--- src/rtl/sobel_pkg.sv ---
// Shared types and constants for the streaming Sobel filter.
package sobel_pkg;

    typedef enum logic [1:0] {
        FILL  = 2'd0,
        RUN   = 2'd1,
        FLUSH = 2'd2
    } sobel_state_t;

    // Kernels indexed [row][col], row 0 = oldest line, col 0 = leftmost pixel.
    localparam int GX_K [3][3] = '{'{-1, 0, 1}, '{-2, 0, 2}, '{-1, 0, 1}};
    localparam int GY_K [3][3] = '{'{-1, -2, -1}, '{0, 0, 0}, '{1, 2, 1}};

    // Guard bits above the pixel width for the gradient arithmetic.
    localparam int MAG_GUARD = 4;

    function automatic int mag_width(input int pixel_w);
        return pixel_w + MAG_GUARD;
    endfunction

    // True when a magnitude no longer fits in a pixel of the given width.
    function automatic logic needs_saturation(input logic [31:0] mag, input int pixel_w);
        return mag > ((32'd1 << pixel_w) - 32'd1);
    endfunction

endpackage

--- src/rtl/sobel_line_buffer.sv ---
// Circular line store: reading the current slot returns the pixel written
// DEPTH writes earlier, and the same slot is overwritten on wr_en.
module sobel_line_buffer #(
    parameter int DEPTH = 128,
    parameter int WIDTH = 8
) (
    input  logic             clk,
    input  logic             reset,
    input  logic             wr_en,
    input  logic [WIDTH-1:0] wr_data,
    output logic [WIDTH-1:0] rd_data
);
    localparam int PW = (DEPTH > 1) ? $clog2(DEPTH) : 1;

    logic [WIDTH-1:0] mem [DEPTH];
    logic [PW-1:0]    ptr;

    assign rd_data = mem[ptr];

    // Pointer moves only on a write so the delay is always exactly DEPTH steps.
    always_ff @(posedge clk or negedge reset) begin
        if (!reset) begin
            ptr <= '0;
        end else if (wr_en) begin
            ptr <= (ptr == PW'(DEPTH - 1)) ? '0 : ptr + PW'(1);
        end
    end

    // Storage carries no reset; stale contents are masked by the fill phase.
    always_ff @(posedge clk) begin
        if (wr_en) begin
            mem[ptr] <= wr_data;
        end
    end
endmodule

--- src/rtl/sobel_stream_filter.sv ---
// Streaming 3x3 Sobel filter with zeroed borders and end-of-frame self-flush.
// Optional build macro SOBEL_THRESHOLD_EN: binarise the magnitude against THRESHOLD.
//
// state | meaning
// FILL  | first IMAGE_WIDTH+1 pixels of a frame, window not yet centred on pixel 0
// RUN   | every accepted pixel triggers one output
// FLUSH | input held off, IMAGE_WIDTH+1 zero-padded steps drain the last outputs
module sobel_stream_filter
    import sobel_pkg::*;
#(
    parameter int IMAGE_WIDTH  = 128,
    parameter int IMAGE_HEIGHT = 128,
    parameter int PIXEL_W      = 8,
    parameter int THRESHOLD    = 128
) (
    input  logic               clk,
    input  logic               reset,
    input  logic [PIXEL_W-1:0] image_data,
    input  logic               data_valid,
    output logic               data_ready,
    output logic [PIXEL_W-1:0] edge_output,
    output logic               edge_valid,
    output logic               frame_done
);
    localparam int CW    = $clog2(IMAGE_WIDTH);
    localparam int RW    = $clog2(IMAGE_HEIGHT);
    localparam int FW    = $clog2(IMAGE_WIDTH + 1);
    localparam int MAG_W = mag_width(PIXEL_W);

    sobel_state_t state, next_state;

    logic [CW-1:0]      col, out_col;
    logic [RW-1:0]      row, out_row;
    logic [FW-1:0]      flush_cnt;
    logic               transfer, step, trigger, ready_next, last_in;
    logic [PIXEL_W-1:0] step_pix, lb1_out, lb2_out, sat, pix_val;
    logic [PIXEL_W-1:0] win [3][3];
    logic               valid1, border1, last1;
    logic signed [MAG_W-1:0] gx, gy, ax, ay, mag;

    assign transfer = data_valid && data_ready;
    assign last_in  = (row == RW'(IMAGE_HEIGHT - 1)) && (col == CW'(IMAGE_WIDTH - 1));
    assign step_pix = (state == FLUSH) ? '0 : image_data;

    // State and registered ready.
    always_ff @(posedge clk or negedge reset) begin
        if (!reset) begin
            state      <= FILL;
            data_ready <= 1'b1;
        end else begin
            state      <= next_state;
            data_ready <= ready_next;
        end
    end

    // Next state, window step and output trigger.
    always_comb begin
        next_state = state;
        step       = 1'b0;
        trigger    = 1'b0;
        unique case (state)
            FILL: begin
                step = transfer;
                if (transfer && row == RW'(1) && col == '0) next_state = RUN;
            end
            RUN: begin
                step    = transfer;
                trigger = transfer;
                if (transfer && last_in) next_state = FLUSH;
            end
            FLUSH: begin
                step    = 1'b1;
                trigger = 1'b1;
                if (flush_cnt == '0) next_state = FILL;
            end
            default: next_state = FILL;
        endcase
        ready_next = (next_state != FLUSH);
    end

    // Flush step down-counter, preloaded outside FLUSH.
    always_ff @(posedge clk or negedge reset) begin
        if (!reset) begin
            flush_cnt <= '0;
        end else if (state != FLUSH) begin
            flush_cnt <= FW'(IMAGE_WIDTH);
        end else if (flush_cnt != '0) begin
            flush_cnt <= flush_cnt - FW'(1);
        end
    end

    // Raster position of the next accepted input pixel.
    always_ff @(posedge clk or negedge reset) begin
        if (!reset) begin
            col <= '0;
            row <= '0;
        end else if (transfer) begin
            if (col == CW'(IMAGE_WIDTH - 1)) begin
                col <= '0;
                row <= (row == RW'(IMAGE_HEIGHT - 1)) ? '0 : row + RW'(1);
            end else begin
                col <= col + CW'(1);
            end
        end
    end

    sobel_line_buffer #(.DEPTH(IMAGE_WIDTH), .WIDTH(PIXEL_W)) u_lb1 (
        .clk(clk), .reset(reset), .wr_en(step), .wr_data(step_pix), .rd_data(lb1_out)
    );

    sobel_line_buffer #(.DEPTH(IMAGE_WIDTH), .WIDTH(PIXEL_W)) u_lb2 (
        .clk(clk), .reset(reset), .wr_en(step), .wr_data(lb1_out), .rd_data(lb2_out)
    );

    // 3x3 window shifts left one column per step; contents need no reset.
    always_ff @(posedge clk) begin
        if (step) begin
            for (int r = 0; r < 3; r++) begin
                win[r][0] <= win[r][1];
                win[r][1] <= win[r][2];
            end
            win[0][2] <= lb2_out;
            win[1][2] <= lb1_out;
            win[2][2] <= step_pix;
        end
    end

    // Output-pixel position tracking; border and end-of-frame flags travel with the window.
    always_ff @(posedge clk or negedge reset) begin
        if (!reset) begin
            out_col <= '0;
            out_row <= '0;
            valid1  <= 1'b0;
            border1 <= 1'b0;
            last1   <= 1'b0;
        end else begin
            valid1 <= trigger;
            if (trigger) begin
                border1 <= (out_row == '0) || (out_row == RW'(IMAGE_HEIGHT - 1)) ||
                           (out_col == '0) || (out_col == CW'(IMAGE_WIDTH - 1));
                last1   <= (out_row == RW'(IMAGE_HEIGHT - 1)) && (out_col == CW'(IMAGE_WIDTH - 1));
                if (out_col == CW'(IMAGE_WIDTH - 1)) begin
                    out_col <= '0;
                    out_row <= (out_row == RW'(IMAGE_HEIGHT - 1)) ? '0 : out_row + RW'(1);
                end else begin
                    out_col <= out_col + CW'(1);
                end
            end
        end
    end

    // Gradient magnitude, saturation and optional binarisation.
    always_comb begin
        gx = '0;
        gy = '0;
        for (int r = 0; r < 3; r++) begin
            for (int c = 0; c < 3; c++) begin
                gx = gx + MAG_W'(GX_K[r][c] * int'(win[r][c]));
                gy = gy + MAG_W'(GY_K[r][c] * int'(win[r][c]));
            end
        end
        ax  = gx[MAG_W-1] ? -gx : gx;
        ay  = gy[MAG_W-1] ? -gy : gy;
        mag = ax + ay;
        sat = needs_saturation(32'(mag), PIXEL_W) ? '1 : mag[PIXEL_W-1:0];
`ifdef SOBEL_THRESHOLD_EN
        pix_val = (32'(sat) >= 32'(THRESHOLD)) ? '1 : '0;
`else
        pix_val = sat;
`endif
    end

    // Output register with border masking.
    always_ff @(posedge clk or negedge reset) begin
        if (!reset) begin
            edge_output <= '0;
            edge_valid  <= 1'b0;
            frame_done  <= 1'b0;
        end else begin
            edge_valid <= valid1;
            frame_done <= valid1 && last1;
            if (valid1) begin
                edge_output <= border1 ? '0 : pix_val;
            end
        end
    end
endmodule

--- config.mk ---
export PLATFORM = sky130hd
export DESIGN_NAME = sobel_stream_filter
export DESIGN_NICKNAME = d
export VERILOG_FILES = /design/src/rtl/sobel_pkg.sv /design/src/rtl/sobel_line_buffer.sv /design/src/rtl/sobel_stream_filter.sv
export SDC_FILE = /design/constraint.sdc
export NUM_CORES = 2
export LEC_CHECK = 0
export CORE_ASPECT_RATIO = 1.75
export CORE_UTILIZATION = 50
export CTS_BUF_LIST = sky130_fd_sc_hd__clkbuf_8
export CTS_CLUSTER_DIAMETER = 100
export CTS_CLUSTER_SIZE = 25
export DETAILED_ROUTE_END_ITERATION = 10
export GPL_ROUTABILITY_DRIVEN = 0
export PLACE_DENSITY = 0.65
export SYNTH_ARGS = -nofsm -noshare
export SYNTH_HDL_FRONTEND = slang
export SYNTH_HIERARCHICAL = 1
export SYNTH_SLANG_ARGS = --single-unit
export TNS_END_PERCENT = 5
--- constraint.sdc ---
create_clock -name clk -period 7.95 [get_ports clk]
set_input_delay 2.385 -clock clk [delete_from_list [all_inputs] [get_ports clk]]
set_output_delay 2.385 -clock clk [all_outputs]
set_load 0.02 [all_outputs]
**After elaboration in Yosys (flattened, before gate mapping)**

Memories as Yosys holds them, arrays and structs flattened.
Index checks and enable logic that the tools add are counted.
W data, S select, Z words.

- Bits in registers: 66
- Bits in writable memories: 2,120
- Input port bits: 11
- Output and inout port bits: 11
- Logic and storage cells: 96
- Memories: 3

- Add/sub/neg operators: 25
- Order comparisons: 1
- Equality and inequality tests: 11
- Muxes and demuxes: 21
- Reduce and logical (&&, ||, !) cells: 20

Memory list:

| name | depth | width | read ports | clocked after memory_dff | write ports | RTL line | text |
|---|---|---|---|---|---|---|---|
| u_lb1.mem | 128 | 8 | 1 | 0 | 1 | sobel_line_buffer.sv:15 | `logic [WIDTH-1:0] mem [DEPTH];` |
| u_lb2.mem | 128 | 8 | 1 | 0 | 1 | sobel_line_buffer.sv:15 |  |
| win | 3 | 24 | 3 | 0 | 3 | sobel_stream_filter.sv:37 | `logic [PIXEL_W-1:0] win [3][3];` |

Operator list:

| kind | count |
|---|---|
| $add A12 B12 Y12 | 5 |
| $add A12 B9 Y12 | 4 |
| $add A7 B1 Y7 const B | 6 |
| $eq A7 B7 Y1 const B | 6 |
| $mux W7 | 6 |
| $mux W8 | 5 |
| $neg A8 Y12 | 3 |
| $gt A32 B8 Y1 const B | 1 |
| $add A12 B10 Y12 | 2 |
| $mux W12 | 2 |
| $neg A12 Y12 | 2 |
| $neg A8 Y11 | 2 |
| $logic_not A7 Y1 | 3 |
| $logic_not A8 Y1 | 1 |
| $reduce_bool A8 Y1 | 1 |
| $sub A8 B1 Y8 const B | 1 |
| $eq A7 B1 Y1 const B | 1 |
| $logic_and A1 B1 Y1 | 7 |
| $mux W2 | 3 |
| $pmux W2 S3 | 1 |
| $ne A2 B2 Y1 const B | 2 |
| $pmux W1 S2 | 2 |
| $reduce_and A2 Y1 | 2 |
| $logic_or A1 B1 Y1 | 3 |
| 6 further kinds | 7 |

**Longest topological paths before layout**

An unclocked memory read counts as a cell.

- Word-level depth: 13
- Mapped depth: 28
- Depth with buffers taken out: 27

**Modules after synthesis**

Netlist, hierarchy kept.

Modules (own cells, without submodules):

| module | instances | cells each | area each (µm²) | sequential area each (µm²) |
|---|---|---|---|---|
| sobel_line_buffer | 2 | 2,413 | 40,620.2 | 30,924.7 |
| sobel_stream_filter | 1 | 770 | 8,530.7 | 3,464.6 |

**Least setup slack after synthesis**

No wires, ideal clock.

- Kind: flip-flop to flip-flop
- Start point: register u_lb1.ptr[0]
- End point: memory u_lb2.mem[0][3], data pin
- Arrival: 7.191 ns
- Setup slack: -0.491 ns
- Stages on the path, launching flop included: 10
- Path buffers: 3
- Period minus slack after synthesis: 8.441 ns
- Cells stage by stage: dfrtp_1 > buf_6 > buf_6 > nor3b_4 > buf_2 > a22oi_1 > a211o_1 > a31oi_1 > a2111oi_0 > o32ai_1

- Word-level cells in the longest chain between the ends: 1

Ends and longest elaborated chain:

| element | RTL line | text |
|---|---|---|
| start, declared | sobel_line_buffer.sv:16 | `logic [PW-1:0] ptr;` |
| start signal, assigned | sobel_line_buffer.sv:25 | `ptr <= (ptr == PW'(DEPTH - 1)) ? '0 : ptr + PW'(1);` |
| $mem_v2 Z128 W8 | n/a |  |
| via lb1_out[3] | sobel_stream_filter.sv:36 | `logic [PIXEL_W-1:0] step_pix, lb1_out, lb2_out, sat, pix_val;` |
| end, declared | sobel_line_buffer.sv:15 |  |

The timed path passes the listed nets, and every way through them passes these cells.

==> flow_metrics.tcl <==
set metrics [dict create \
    run_status "finished clean" \
    cpMostUsedCell "sky130_fd_sc_hd__fa_1" \
    ys_seq_elements 2186 \
    syn2layout_area_growth_pct 5.52 \
    cp-start-kind "register" \
    synthesis.nets 5740 \
    slew_viol_final 0 \
    floorplan.die.width_microns 322 \
    drive_gt1_frac 0.119 \
    critPathCaptureType "register" \
    detail_route.iter0.violations 6489 \
    rows 205 \
    hold_path.class "reg2reg" \
    rsz0062_at_grt "no" \
    route.final.wire_length_microns 267000 \
    remaining_design_rule_violation_count 0 \
    crit_path_max_fanout 12 \
    cp_slowest_stage_delay_ns 0.82 \
    dp_hpwl_microns 172000 \
    synth.top_cell.area_share 0.709 \
    cts_max_path_buffers 3 \
    synth-edff-count 2120 \
    floorplan.die.height_microns 563 \
    critPathSlowestCell "sky130_fd_sc_hd__a211oi_1" \
    gr-total-overflow 0 \
    postSynthCellCount 5596 \
    detailedPlace.worstSlack_ns 0.468 \
    timing.rr.start "win[0][19]" \
    clk_transition_reported_paths_ns 0.15 \
    fin_skew_ns 0.0613 \
    cp_data_arrival_time_ns 8.07 \
    worst-endpoint-required_ns 8.67 \
    hp-start "win[0][39]" \
    vias_per_cell 6.67 \
    drt_pass1_iterations 8 \
    floorplan.core_area_sq_um 178000 \
    number_of_h_tree_levels 3 \
    post_synth_num_cell_types 88 \
    start_util 0.504 \
    synthesis.area_sq_um 89800 \
    tritoncts.num_buffers 97 \
    layout_setup_ws_ns 0.608 \
    timing.critical_path.cells "or4_4, nor2_1, xor2_1, fa_1, fa_1, fa_1, inv_1, ha_1, and2_1, a31oi_1, nand3_1, a41oi_1, xnor2_2, a21oi_1, fa_1, a21o_1, a21oi_1, o21ai_0, o21ai_0, nand2b_1, a21oi_1, xnor2_1, a211oi_1, a32oi_1" \
    synthDominantAreaCellType "sky130_fd_sc_hd__edfxtp_1" \
    layout_worst_path_cycle_share 0.924 \
    routed-via-count 53300 \
    post_drt_wl_per_cell_microns 33.4 \
    port-buffer-count 21 \
    worst-r2r-setup-slack_ns 0.61 \
    grt_first_pass_wirelength_microns 378000 \
    ys.warnings.count 6 \
    place_area_sq_um 93200 \
    drv.max_cap_violation_count 0 \
    number_of_antenna_violations_at_the_first_check_in_global_routing 6 \
    setup_viol 0 \
    timing.setup.critical_path_class "reg2reg" \
    clock_sink_count 2186 \
    achievable-frequency_ghz 0.136 \
    clkLatencyLatePin_ns 0.90 \
    timing.rr.end "edge_output[2]" \
    library_cell_used_as_clock_root_buffer "sky130_fd_sc_hd__clkbuf_8" \
    drt.antenna.violating_nets 0 \
    cts_tree "done" \
    grt.total_usage 0.292 \
    worst_hold_path.num_cells 0 \
    synth-async-reset-ratio 0.0302 \
    timing.final.hold_violations 0 \
    fill_cells 14300 \
    synth-main-ff-cell "sky130_fd_sc_hd__edfxtp_1" \
    final_design_area_no_fill_sq_um 94700 \
    yosys-top-cells-area "sky130_fd_sc_hd__edfxtp_1 71%, sky130_fd_sc_hd__a221oi_1 2.4%, sky130_fd_sc_hd__a22oi_1 2.0%" \
    boundaryPins 22 \
    ys_seq_area_frac 0.728 \
    critical_path.n_buffers_inverters 1 \
    hold_end "win[0][47]" \
    worst_pin_slew_ns 1.35 \
    post_cts.repair.setup_buffers 0 \
    die_area_sq_um 181000 \
    layout_min_cycle_time_ns 7.34 \
    synth_area_per_cell_sq_um 16.0 \
    maximum_number_of_pins_on_one_net_before_global_route_repair 130 \
    slew-limit-headroom 0.100 \
    family_with_the_most_delay_on_the_worst_path "compound AO/OA/AOI/OAI gates" \
    design.final.nets 5714 \
    vias_in_the_first_global_route 53100 \
    cts_hold_buf 0 \
    r2r.worst_path.cells 24 \
]
==> synthesized netlist by cell type (all sizes together), types with 128 or more instances <==
library cell  count
mux2            156
buf             247
a22oi           238
mux2i           128
nor2            374
edfxtp         2120
o21ai           129
nand2           287
a21oi           184
inv             128
clkbuf          134
a221oi          248
==> registers in the layout (all words and copies together) (netlist names), 2 cells and up <==
signal       cells
state            2
u_lb2/mem     1024
u_lb2/ptr        7
row              7
u_lb1/mem     1024
u_lb1/ptr        7
col              7
out_row          7
win             72
flush_cnt        8
edge_output      8
out_col          7
==> per-stage QoR <==
stage          hold slack (ns)   util  setup TNS [ns]  cells
5_1_grt                  0.452  0.531               0   7985
3_5_place_dp             0.411  0.523               0   7849
3_3_place_gp             0.402  0.523               0   7849
6_report                 0.440  0.531               0   7986
2_1_floorplan            0.400      -          -91.33   5596
4_1_cts                  0.444  0.531               0   7980
==> layout make-up <==
cell class	count	area, sq um	area share
inverter	130	490	0.00518
antenna	4	10.0	0.000106
clock buffer	99	1360	0.0144
timing repair buffer	256	2120	0.0224
clock inverter	32	144	0.00152
tap	2380	2980	0.0314
multi-input combinational	2899	22300	0.235
sequential	2186	65300	0.690
==> cells by family (layout without fill, tap and decap cells) <==
family,Yosys count,in the layout,share of synthesized area
other cells,0,4,0
mux,342,342,0.0484
fa+ha+maj,133,133,0.0238
simple gates,963,963,0.0488
flops,2186,2186,0.728
buf+inv,511,517,0.0274
xor+xnor,91,91,0.00927
compound gates,1370,1370,0.115
==> placed cells by master (no fill, tap or decap), types with 70 or more instances in the layout <==
cell and n:
sky130_fd_sc_hd__a21oi_1 184, sky130_fd_sc_hd__a221oi_1 248, sky130_fd_sc_hd__a22oi_1 238, sky130_fd_sc_hd__buf_4 222, sky130_fd_sc_hd__clkbuf_8 99, sky130_fd_sc_hd__edfxtp_1 2120
sky130_fd_sc_hd__ha_1 70, sky130_fd_sc_hd__inv_1 152, sky130_fd_sc_hd__mux2_2 154, sky130_fd_sc_hd__mux2i_1 127, sky130_fd_sc_hd__nand2_1 287, sky130_fd_sc_hd__nor2_1 368
sky130_fd_sc_hd__o21ai_0 127, sky130_fd_sc_hd__o22ai_1 104
==> routing by layer <==
layer	wire [microns]	up-vias	track usage
met5	0	-	0
met4	27500	0	0.254
met3	18700	847	0.0343
met2	136000	2901	0.507
met1	84700	27400	0.315
li1	-	22200	-
==> worst reg2reg max path, stage by stage, from the launching register on <==
cell and delay [ns]:
sky130_fd_sc_hd__edfxtp_1 0.45, sky130_fd_sc_hd__or4_4 0.58, sky130_fd_sc_hd__nor2_1 0.17, sky130_fd_sc_hd__xor2_1 0.38, sky130_fd_sc_hd__fa_1 0.51, sky130_fd_sc_hd__fa_1 0.46, sky130_fd_sc_hd__fa_1 0.49, sky130_fd_sc_hd__inv_1 0.04
sky130_fd_sc_hd__ha_1 0.33, sky130_fd_sc_hd__and2_1 0.18, sky130_fd_sc_hd__a31oi_1 0.19, sky130_fd_sc_hd__nand3_1 0.14, sky130_fd_sc_hd__a41oi_1 0.31, sky130_fd_sc_hd__xnor2_2 0.26, sky130_fd_sc_hd__a21oi_1 0.20, sky130_fd_sc_hd__fa_1 0.43
sky130_fd_sc_hd__a21o_1 0.20, sky130_fd_sc_hd__a21oi_1 0.20, sky130_fd_sc_hd__o21ai_0 0.15, sky130_fd_sc_hd__o21ai_0 0.16, sky130_fd_sc_hd__nand2b_1 0.07, sky130_fd_sc_hd__a21oi_1 0.17, sky130_fd_sc_hd__xnor2_1 0.08, sky130_fd_sc_hd__a211oi_1 0.82
sky130_fd_sc_hd__a32oi_1 0.24
==> worst max-delay path by stage <==
stage / from / to / slack (ns) / cells past startpoint
3_5_place_dp: win[0][19] / edge_output[7] / 0.47 / 24
3_3_place_gp: win[0][21] / edge_output[6] / 0.64 / 23
5_1_grt: win[0][16] / edge_output[4] / 0.07 / 26
4_1_cts: win[0][19] / edge_output[5] / 0.45 / 24
2_1_floorplan: u_lb1/ptr[0] / u_lb2/mem[0][1] / -0.43 / 9
6_report: win[0][19] / edge_output[2] / 0.61 / 24
==> what timing repair did <==
item                                    in CTS  in global routing
gates resized for setup                      0                  1
hold endpoints to repair                     0                  0
endpoints found under the setup margin       0                  8
Power is left out: the tool's default activity adds up to more than one toggle a clock period on the data nets, which glitch-free logic cannot reach.
